**src/rtl/cp0_vic.sv**
```systemverilog
// ---------------------------------------------------------------------------
// cp0_vic : coprocessor-0 with a vectored, nested interrupt controller.
//
// Holds the CP0 register file and an EPC/level stack for nested service.
// Internal exceptions and maskable, priority-ordered external interrupts
// push the stack and force a jump. ERET pops the stack and jumps back.
//
// Ports
//   clk, rst            clock (rising edge), asynchronous active-high reset
//   debug_addr_cp0      debug register select
//   debug_data_cp0      combinational read of debug_addr_cp0
//   cp_oper             0 none, 1 MTC0, 2 MFC0, 3 ERET, others none
//   addr_r              MFC0 register address
//   data_readFromCP0    registered MFC0 result, held until the next MFC0
//   addr_w              MTC0 register address
//   data_writeToCP0     MTC0 data
//   cause               internal exception code, 0 = no exception
//   interruptSignal     level-sensitive external requests (N_IRQ-1 highest)
//   except_ret_addr     return address pushed on exception/interrupt entry
//   epc_ctrl            one-cycle force-jump pulse
//   jumpAddressExcept   jump target, valid while epc_ctrl = 1
//   exceptClear         one-cycle flush pulse on exception/interrupt entry
//   nest_level          current stack occupancy
// ---------------------------------------------------------------------------
module cp0_vic #(
   parameter int          N_IRQ       = 4,
   parameter int          NEST_DEPTH  = 4,
   parameter logic [31:0] VECTOR_BASE = 32'h0000_0024
) (
   input  logic                            clk,
   input  logic                            rst,
   input  logic [4:0]                      debug_addr_cp0,
   output logic [31:0]                     debug_data_cp0,
   input  logic [2:0]                      cp_oper,
   input  logic [4:0]                      addr_r,
   output logic [31:0]                     data_readFromCP0,
   input  logic [4:0]                      addr_w,
   input  logic [31:0]                     data_writeToCP0,
   input  logic [4:0]                      cause,
   input  logic [N_IRQ-1:0]                interruptSignal,
   input  logic [31:0]                     except_ret_addr,
   output logic                            epc_ctrl,
   output logic [31:0]                     jumpAddressExcept,
   output logic                            exceptClear,
   output logic [$clog2(NEST_DEPTH+1)-1:0] nest_level
);

   localparam int SPW = $clog2(NEST_DEPTH + 1);
   localparam int IW  = $clog2(NEST_DEPTH);
   localparam int LW  = $clog2(N_IRQ + 2);

   localparam logic [4:0] A_STATUS = 5'd12;
   localparam logic [4:0] A_CAUSE  = 5'd13;
   localparam logic [4:0] A_EPC    = 5'd14;
   localparam logic [4:0] A_EBASE  = 5'd15;

   localparam logic [LW-1:0]  EXC_LVL = LW'(N_IRQ + 1);
   localparam logic [SPW-1:0] FULL_SP = SPW'(NEST_DEPTH);

   // architectural state
   logic [31:0]   regs [32];
   logic [31:0]   status_q;
   logic [31:0]   ebase_q;
   logic [4:0]    exc_code_q;
   logic          sov_q;
   logic [SPW-1:0] sp_q;
   logic [LW-1:0] lvl_q;
   logic [31:0]   stk_epc [NEST_DEPTH];
   logic [LW-1:0] stk_lvl [NEST_DEPTH];

   // decoded operation and event signals
   logic          is_mtc0, is_mfc0, is_eret;
   logic          wr_status, wr_cause, wr_ebase, wr_gpr;
   logic          stack_full, stack_empty;
   logic [IW-1:0] top_idx, push_idx;
   logic [N_IRQ-1:0] masked;
   logic          irq_any;
   logic [LW-1:0] irq_lvl;
   logic          take_exc, take_irq, take_eret, take_any;
   logic [31:0]   irq_target, target;
   logic [31:0]   epc_view, cause_view;
   logic [31:0]   mfc0_val;

   assign nest_level = sp_q;

   // Operation decode. MTC0 to EPC (and everything else that is not a
   // special register) is routed away from the special registers here.
   always_comb begin
      is_mtc0   = (cp_oper == 3'd1);
      is_mfc0   = (cp_oper == 3'd2);
      is_eret   = (cp_oper == 3'd3);
      wr_status = is_mtc0 && (addr_w == A_STATUS);
      wr_cause  = is_mtc0 && (addr_w == A_CAUSE);
      wr_ebase  = is_mtc0 && (addr_w == A_EBASE);
      wr_gpr    = is_mtc0 && (addr_w != A_STATUS) && (addr_w != A_CAUSE) &&
                  (addr_w != A_EPC) && (addr_w != A_EBASE);
   end

   // Stack pointer bookkeeping. When the stack is full an exception
   // overwrites the top entry instead of growing the stack.
   always_comb begin
      stack_full  = (sp_q == FULL_SP);
      stack_empty = (sp_q == '0);
      top_idx     = IW'(sp_q - SPW'(1));
      push_idx    = stack_full ? top_idx : IW'(sp_q);
      epc_view    = stack_empty ? 32'd0 : stk_epc[top_idx];
   end

   // Priority encoder: the last (highest-numbered) masked request wins.
   // The level it would run at is its index plus one.
   always_comb begin
      masked  = interruptSignal & status_q[8 +: N_IRQ];
      irq_any = 1'b0;
      irq_lvl = '0;
      for (int k = 0; k < N_IRQ; k++) begin
         if (masked[k]) begin
            irq_any = 1'b1;
            irq_lvl = LW'(k + 1);
         end
      end
   end

   // Event arbitration: exception > interrupt > ERET. An interrupt only
   // preempts strictly lower levels, so a held request cannot re-enter
   // its own handler. Vector spacing is 8 bytes per level.
   always_comb begin
      take_exc   = (cause != 5'd0);
      take_irq   = !take_exc && status_q[0] && irq_any &&
                   (irq_lvl > lvl_q) && !stack_full;
      take_eret  = is_eret && !take_exc && !take_irq && !stack_empty;
      take_any   = take_exc || take_irq || take_eret;
      irq_target = ebase_q + {{(32-LW-3){1'b0}}, irq_lvl, 3'b000};
      target     = 32'd0;
      if (take_exc)
         target = ebase_q;
      else if (take_irq)
         target = irq_target;
      else if (take_eret)
         target = stk_epc[top_idx];
   end

   // Cause as software sees it: IP is the live request lines, not a
   // stored copy.
   always_comb begin
      cause_view              = 32'd0;
      cause_view[31]          = sov_q;
      cause_view[6:2]         = exc_code_q;
      cause_view[8 +: N_IRQ]  = interruptSignal;
   end

   function automatic logic [31:0] read_cp0(input logic [4:0] a);
      logic [31:0] v;
      case (a)
         A_STATUS: v = status_q;
         A_CAUSE:  v = cause_view;
         A_EPC:    v = epc_view;
         A_EBASE:  v = ebase_q;
         default:  v = regs[a];
      endcase
      return v;
   endfunction

   // Read ports: the debug port is purely combinational, the MFC0 value
   // is captured into data_readFromCP0 at the edge.
   always_comb begin
      debug_data_cp0 = read_cp0(debug_addr_cp0);
      mfc0_val       = read_cp0(addr_r);
   end

   // General-purpose CP0 registers, written only by MTC0.
   always_ff @(posedge clk or posedge rst) begin
      if (rst) begin
         for (int i = 0; i < 32; i++)
            regs[i] <= 32'd0;
      end else if (wr_gpr) begin
         regs[addr_w] <= data_writeToCP0;
      end
   end

   // Status and EBASE are software-owned; hardware never modifies them.
   always_ff @(posedge clk or posedge rst) begin
      if (rst) begin
         status_q <= 32'd0;
         ebase_q  <= VECTOR_BASE;
      end else begin
         if (wr_status)
            status_q <= data_writeToCP0;
         if (wr_ebase)
            ebase_q <= data_writeToCP0;
      end
   end

   // Cause fields: a hardware exception beats a simultaneous MTC0.
   // SOV can only be cleared by software, and a same-cycle overflow
   // keeps it set.
   always_ff @(posedge clk or posedge rst) begin
      if (rst) begin
         exc_code_q <= 5'd0;
         sov_q      <= 1'b0;
      end else begin
         if (take_exc)
            exc_code_q <= cause;
         else if (wr_cause)
            exc_code_q <= data_writeToCP0[6:2];
         if (take_exc && stack_full)
            sov_q <= 1'b1;
         else if (wr_cause && !data_writeToCP0[31])
            sov_q <= 1'b0;
      end
   end

   // EPC/level stack and the current level. Entry pushes the level being
   // left so ERET can restore it along with the return address.
   always_ff @(posedge clk or posedge rst) begin
      if (rst) begin
         sp_q  <= '0;
         lvl_q <= '0;
         for (int i = 0; i < NEST_DEPTH; i++) begin
            stk_epc[i] <= 32'd0;
            stk_lvl[i] <= '0;
         end
      end else if (take_exc || take_irq) begin
         stk_epc[push_idx] <= except_ret_addr;
         stk_lvl[push_idx] <= lvl_q;
         if (!stack_full)
            sp_q <= sp_q + SPW'(1);
         lvl_q <= take_exc ? EXC_LVL : irq_lvl;
      end else if (take_eret) begin
         sp_q  <= sp_q - SPW'(1);
         lvl_q <= stk_lvl[top_idx];
      end
   end

   // Registered outputs: jump/flush pulses last exactly one cycle, the
   // MFC0 result holds until the next MFC0.
   always_ff @(posedge clk or posedge rst) begin
      if (rst) begin
         epc_ctrl          <= 1'b0;
         jumpAddressExcept <= 32'd0;
         exceptClear       <= 1'b0;
         data_readFromCP0  <= 32'd0;
      end else begin
         epc_ctrl          <= take_any;
         jumpAddressExcept <= target;
         exceptClear       <= take_exc || take_irq;
         if (is_mfc0)
            data_readFromCP0 <= mfc0_val;
      end
   end

endmodule

```
**config.mk**
```make
export PLATFORM = sky130hd
export DESIGN_NAME = cp0_vic
export DESIGN_NICKNAME = d
export VERILOG_FILES = /design/src/rtl/cp0_vic.sv
export SDC_FILE = /design/constraint.sdc
export NUM_CORES = 2
export LEC_CHECK = 0
export BUFFER_PORTS_ARGS = -buffer_cell sky130_fd_sc_hd__buf_4
export CORE_ASPECT_RATIO = 0.6
export CORE_MARGIN = 2
export CORE_UTILIZATION = 43
export DETAILED_ROUTE_END_ITERATION = 12
export SYNTH_ARGS = -nofsm -noshare
export SYNTH_HDL_FRONTEND = slang
export SYNTH_SLANG_ARGS = --single-unit
```
**constraint.sdc**
```tcl
create_clock -name clk -period 41 [get_ports clk]
set_clock_uncertainty 0.2 [all_clocks]
set_input_delay 4.1 -clock clk [delete_from_list [all_inputs] [get_ports clk]]
set_output_delay 4.1 -clock clk [all_outputs]
set_load 0.05 [all_outputs]
```
* Word level (Yosys, flattened, before mapping) *
Index checks and enable logic that the tools add are counted.
W data, S select, Z words.

cells by class
  add/subtract/negate cells = 3
  order comparisons = 8
  equal/unequal tests = 20
  muxes and demuxes = 46
  bitwise gates (word level) = 6
  reduce and logical (&&, ||, !) cells = 31

operators with widths
  cell                  number
  $bwmux W1024          1
  $mux W32              12
  $bmux W32 S5          2
  $pmux W32 S4          2
  $demux W32 S5         1
  $bwmux W128           1
  $bmux W32 S2          1
  $demux W32 S2         1
  $eq A5 B4 Y1 const B  11
  $mux W3               12
  $add A32 B6 Y32       1
  $ne A5 B4 Y1 const B  4
  $ge A6 B6 Y1 const B  3
  $logic_and A1 B1 Y1   18
  $not A5 Y6            3
  $bwmux W12            1
  $mux W5               2
  $mux W1               7
  $bmux W3 S2           1
  $demux W3 S2          1
  $eq A3 B2 Y1 const B  2
  $ge A3 B3 Y1 const B  2
  $lt A6 B1 Y1 const B  1
  $not A2 Y3            2
  other kinds (15)      22

storage, ports and cells
  bits in registers = 1306
  word-level logic and storage cells = 164

* Depth between registers and ports, before layout *
  depth after elaboration = 14
  mapped depth = 13
  depth with buffers taken out = 12

* Worst setup path before layout *
Ideal clock, no wire load.

  path type = input to output
  start point = input debug_addr_cp0[0]
  end point = output debug_data_cp0[4]
  arrival time = 6.258 ns
  path slack = 30.442 ns
  stages = 10
  buffers on the path = 5
  cells stage by stage = buf_2 buf_6 buf_6 buf_2 buf_2 nor2b_1 a32oi_1 a21oi_1 a2111oi_0 a21oi_1

between the ends
  word-level cells in the longest chain between the ends = 5
  elaborated cells between the ends (all ways) = 9
  classes of those cells = eq/ne: 4; mux: 4; bitwise: 1

ends and longest elaborated chain
  element                                      RTL line  text
  start: declaration                           32        input logic [4:0] debug_addr_cp0,
  $not A5 Y6 (not written as such)             158       default: v = regs[a];
  $bmux W32 S5                                 158
  $mux W32 (not written as such) (2 in a row)  158
  $pmux W32 S4 (*)                             153       case (a)
  end: declaration                             33        output logic [31:0] debug_data_cp0,

Mark *: on every way between the ends. The rest lies on a longest branch, timed or not. The select of a mux whose other input is x is not followed.

* Worst setup path after layout *
  start point = input debug_addr_cp0[0]
  end point = output debug_data_cp0[2]

The elaborated chain is that of the path after synthesis.

==> metrics.txt <==
fillers 12200; Final Max Slew Viols 0; Crit path max-delay family buffers and inverters; Routed WL per cell 33.3 um; final wirelength 204000 um; status complete, no violations; slowest cell on the critical path buf_4; main flop type after synthesis dfrtp_1; Max Buffers Root-to-Sink 3; Final ANT Viol Nets 0; Post-Syn Instances about 4200; crit path from debug_addr_cp0[0]; WS Path Type input port to primary output; Core Util, Final 0.481; worst setup margin 28.85 ns; Hold Path Sink stk_epc[13]; # Post-CTS Setup Buffers 0; Ys Warns 0; design area 68200 sq um; Max-Cap Viols 0; nets 4242; global-route wire length before repair 297000 um; Pre-antenna DRT Iters 8; crit-path max cell delay 0.66 ns; CTS tree done; TritonCTS buffer count 110; worst slew pin tran 1.30 ns; Vias 40400; CTS sink count about 1200; routability cong. between 0.8 and 0.9; final worst path period need 12.15 ns; Die X 492 um; initial DRC count ~5000; Clock Pin Slew Worst Setup and Hold Paths about 0.060 ns; FF/Latch Area between 20000 and 30000 sq um; Syn Area/Cell roughly 15 sq um; via/cell ratio between 6 and 7; CP Launch Type input port; CP cell instances buf_8 > buf_4 > buf_4 > nor2_1 > a22oi_1 > o21ai_1 > mux4_2 > mux2_2 > buf_4; synth-to-layout area growth 11.1%; RSZ-0062 raised after global routing false; Boundary Pins 194; CP dominant cell by count buf_4; fmax 0.0823 GHz; initial antenna violation count 1; Multi-input gate area 30100 sq um; Hold Path Depth 1; FFs w/ async S/R, synth 1.00; syn nets 4273; leakage 0.0301 uW; GRT Total Usage 0.280; number of synthesized flops with an enable pin 0; die area 146000 sq um; htree depth 3; port buffer count roughly 190; DP HPWL 124000 um; register area share after synthesis 0.481; Critical R2R Launch status_q[9]; worst-skew pair later-pin latency 0.76 ns; crit path max fanout 60; Worst EP required roughly 37 ns; Resize count post-CTS 0; # DRC 0; Unique masters post-synth 70; Critical R2R Capture stk_epc[48]; CTS root buffer clkbuf_16; Initial Utilization 0.433; pre-CTS WS 28.75 ns; Yosys reg bits around 1200; CORE AREA 142000 sq um; P per Cell Area between 40 and 50 nW/um^2; setup TNS 0 ns; CTS Hold Buffers Added 0; post-synthesis cell area 61300 sq um; # setup viols final 0; Rows 107; placed inst area 64300 sq um; Die Span Y 297 um; share of cells above drive strength 1 0.484; Hold Startpoint stk_epc[13]; total gr overflow 0; Reg2Reg Depth 12; vias in the first global route 39900; WP buf/inv 4; slew margin rel. 0.136; worst IR drop on VDD 0.0419 mV; CP Capture Type primary output; final hold vios 0; R2R Setup Slk 36.95 ns; largest net degree at the start of global routing 164; CP Data Arrival Time 7.85 ns; Min-Delay Path Class flop to flop; crit share post-route 0.296
## metal layers
metal  wire [um]  up-vias  track usage
met1       89100    21800        0.412
li1            -    16100            -
met2       89100     1998        0.407
met3       18200      402       0.0628
met5           0        -            0
met4        7990        0        0.101
## sequential cells by signal (all words and copies together) (netlist names)
signal,cells
stk_lvl,12
jumpAddressExcept,32
nest_level,3
status_q,32
exc_code_q,5
stk_epc,128
lvl_q,3
data_readFromCP0,32
regs,896
exceptClear,1
sov_q,1
ebase_q,32
epc_ctrl,1
## cells by family (layout without fill, tap and decap cells)
kind of cell,after synthesis,after routing,synth area share
DFF,1178,1178,0.481
adders and majority gates,12,12,0.00257
buffers and inverters,457,514,0.0330
and+or+nand+nor,348,348,0.0271
other,0,1,0
AOI/OAI and AO/OA,486,486,0.0545
muxes,1685,1685,0.402
xor gates and xnor gates,2,2,0.000286
## cell usage after synthesis, types with 5 or more instances
library cell     n  area share
mux2_2         983        0.18
and3_1          11      0.0011
dfrtp_1       1176        0.48
buf_1           59      0.0036
mux2_1         133       0.024
buf_4           30      0.0037
o22a_1          33      0.0047
buf_6            5     0.00092
nand2_1        116      0.0071
o211ai_1         6     0.00073
a22oi_1         46      0.0056
mux4_2         511        0.19
nor2_1          94      0.0058
a22o_1          21      0.0030
a21oi_1        108      0.0088
clkbuf_1       214       0.013
inv_1           19      0.0012
o21ai_0         55      0.0045
mux2i_1         58      0.0095
a221oi_1        11      0.0016
o21ai_1         33      0.0027
nor2b_1         18      0.0018
nor3_1          13      0.0011
nand3_1         39      0.0032
and2_1          10      0.0010
o22ai_1         35      0.0036
nand4_1          5     0.00051
a211oi_1        23      0.0028
nand2b_1         8     0.00082
a32oi_1          5     0.00071
o221a_2          5     0.00092
a222oi_1        45      0.0073
a31oi_1         31      0.0032
buf_2          129       0.011
ha_1            11      0.0022
## layout make-up
cell class              count  share of cell area
repair buffers            294              0.0337
diodes                      1           0.0000367
multi-input cells        2533               0.441
inverters                  20             0.00121
well taps                1907              0.0350
flip-flops and latches   1178               0.433
clock inverters            39             0.00685
clock buffers             161              0.0497
## worst reg2reg max path, delay by kind of cell, from the launching register on
kind                       cells  cell delay, ns
adders and majority gates      1            0.32
buffers and inverters          3            0.94
DFF                            1            0.44
and+or+nand+nor                4            0.86
muxes                          1            0.42
AOI/OAI and AO/OA              3            0.75
## cells in the final DEF, fill, tap and decap left out, types with 35 or more instances in the layout
master	netlist	routed
dfrtp_1	1176	1175
mux2_1	133	133
a21oi_1	108	108
a22oi_1	46	46
o21ai_0	55	55
o22ai_1	35	35
a222oi_1	45	45
mux4_2	511	511
nor2_1	94	80
nand2_1	116	100
mux2_2	983	983
mux2i_1	58	58
clkbuf_16	0	114
nand3_1	39	39
clkbuf_8	0	36
buf_4	30	285
## where the power goes
part | total [uW] | leakage, uW | internal [uW] | switching [uW]
Combinational | 805 | 0.0126 | 346 | 460
Sequential | 1420 | 0.0156 | 1320 | 103
Clock | 1110 | 0.00190 | 628 | 486
## metrics by stage
stage	total power [uW]	instances	hold slack, ns
6_report	3340	6133	0.287
5_1_grt	3460	6133	0.302
4_1_cts	3350	6132	0.289
3_5_place_dp	2240	5932	0.272
3_3_place_gp	2230	5932	0.269
2_1_floorplan	1960	4168	0.253
## worst max path at each step
stage / to / slack, ns / cells past startpoint
after floorplan: data_readFromCP0[0] / 3.52 / 1
after global placement: debug_data_cp0[2] / 28.80 / 9
after detailed placement: debug_data_cp0[2] / 28.75 / 9
after CTS: debug_data_cp0[2] / 28.76 / 9
after global routing: debug_data_cp0[2] / 28.54 / 9
final: debug_data_cp0[2] / 28.85 / 9
Note: power is estimated with default switching activity, not from simulation.
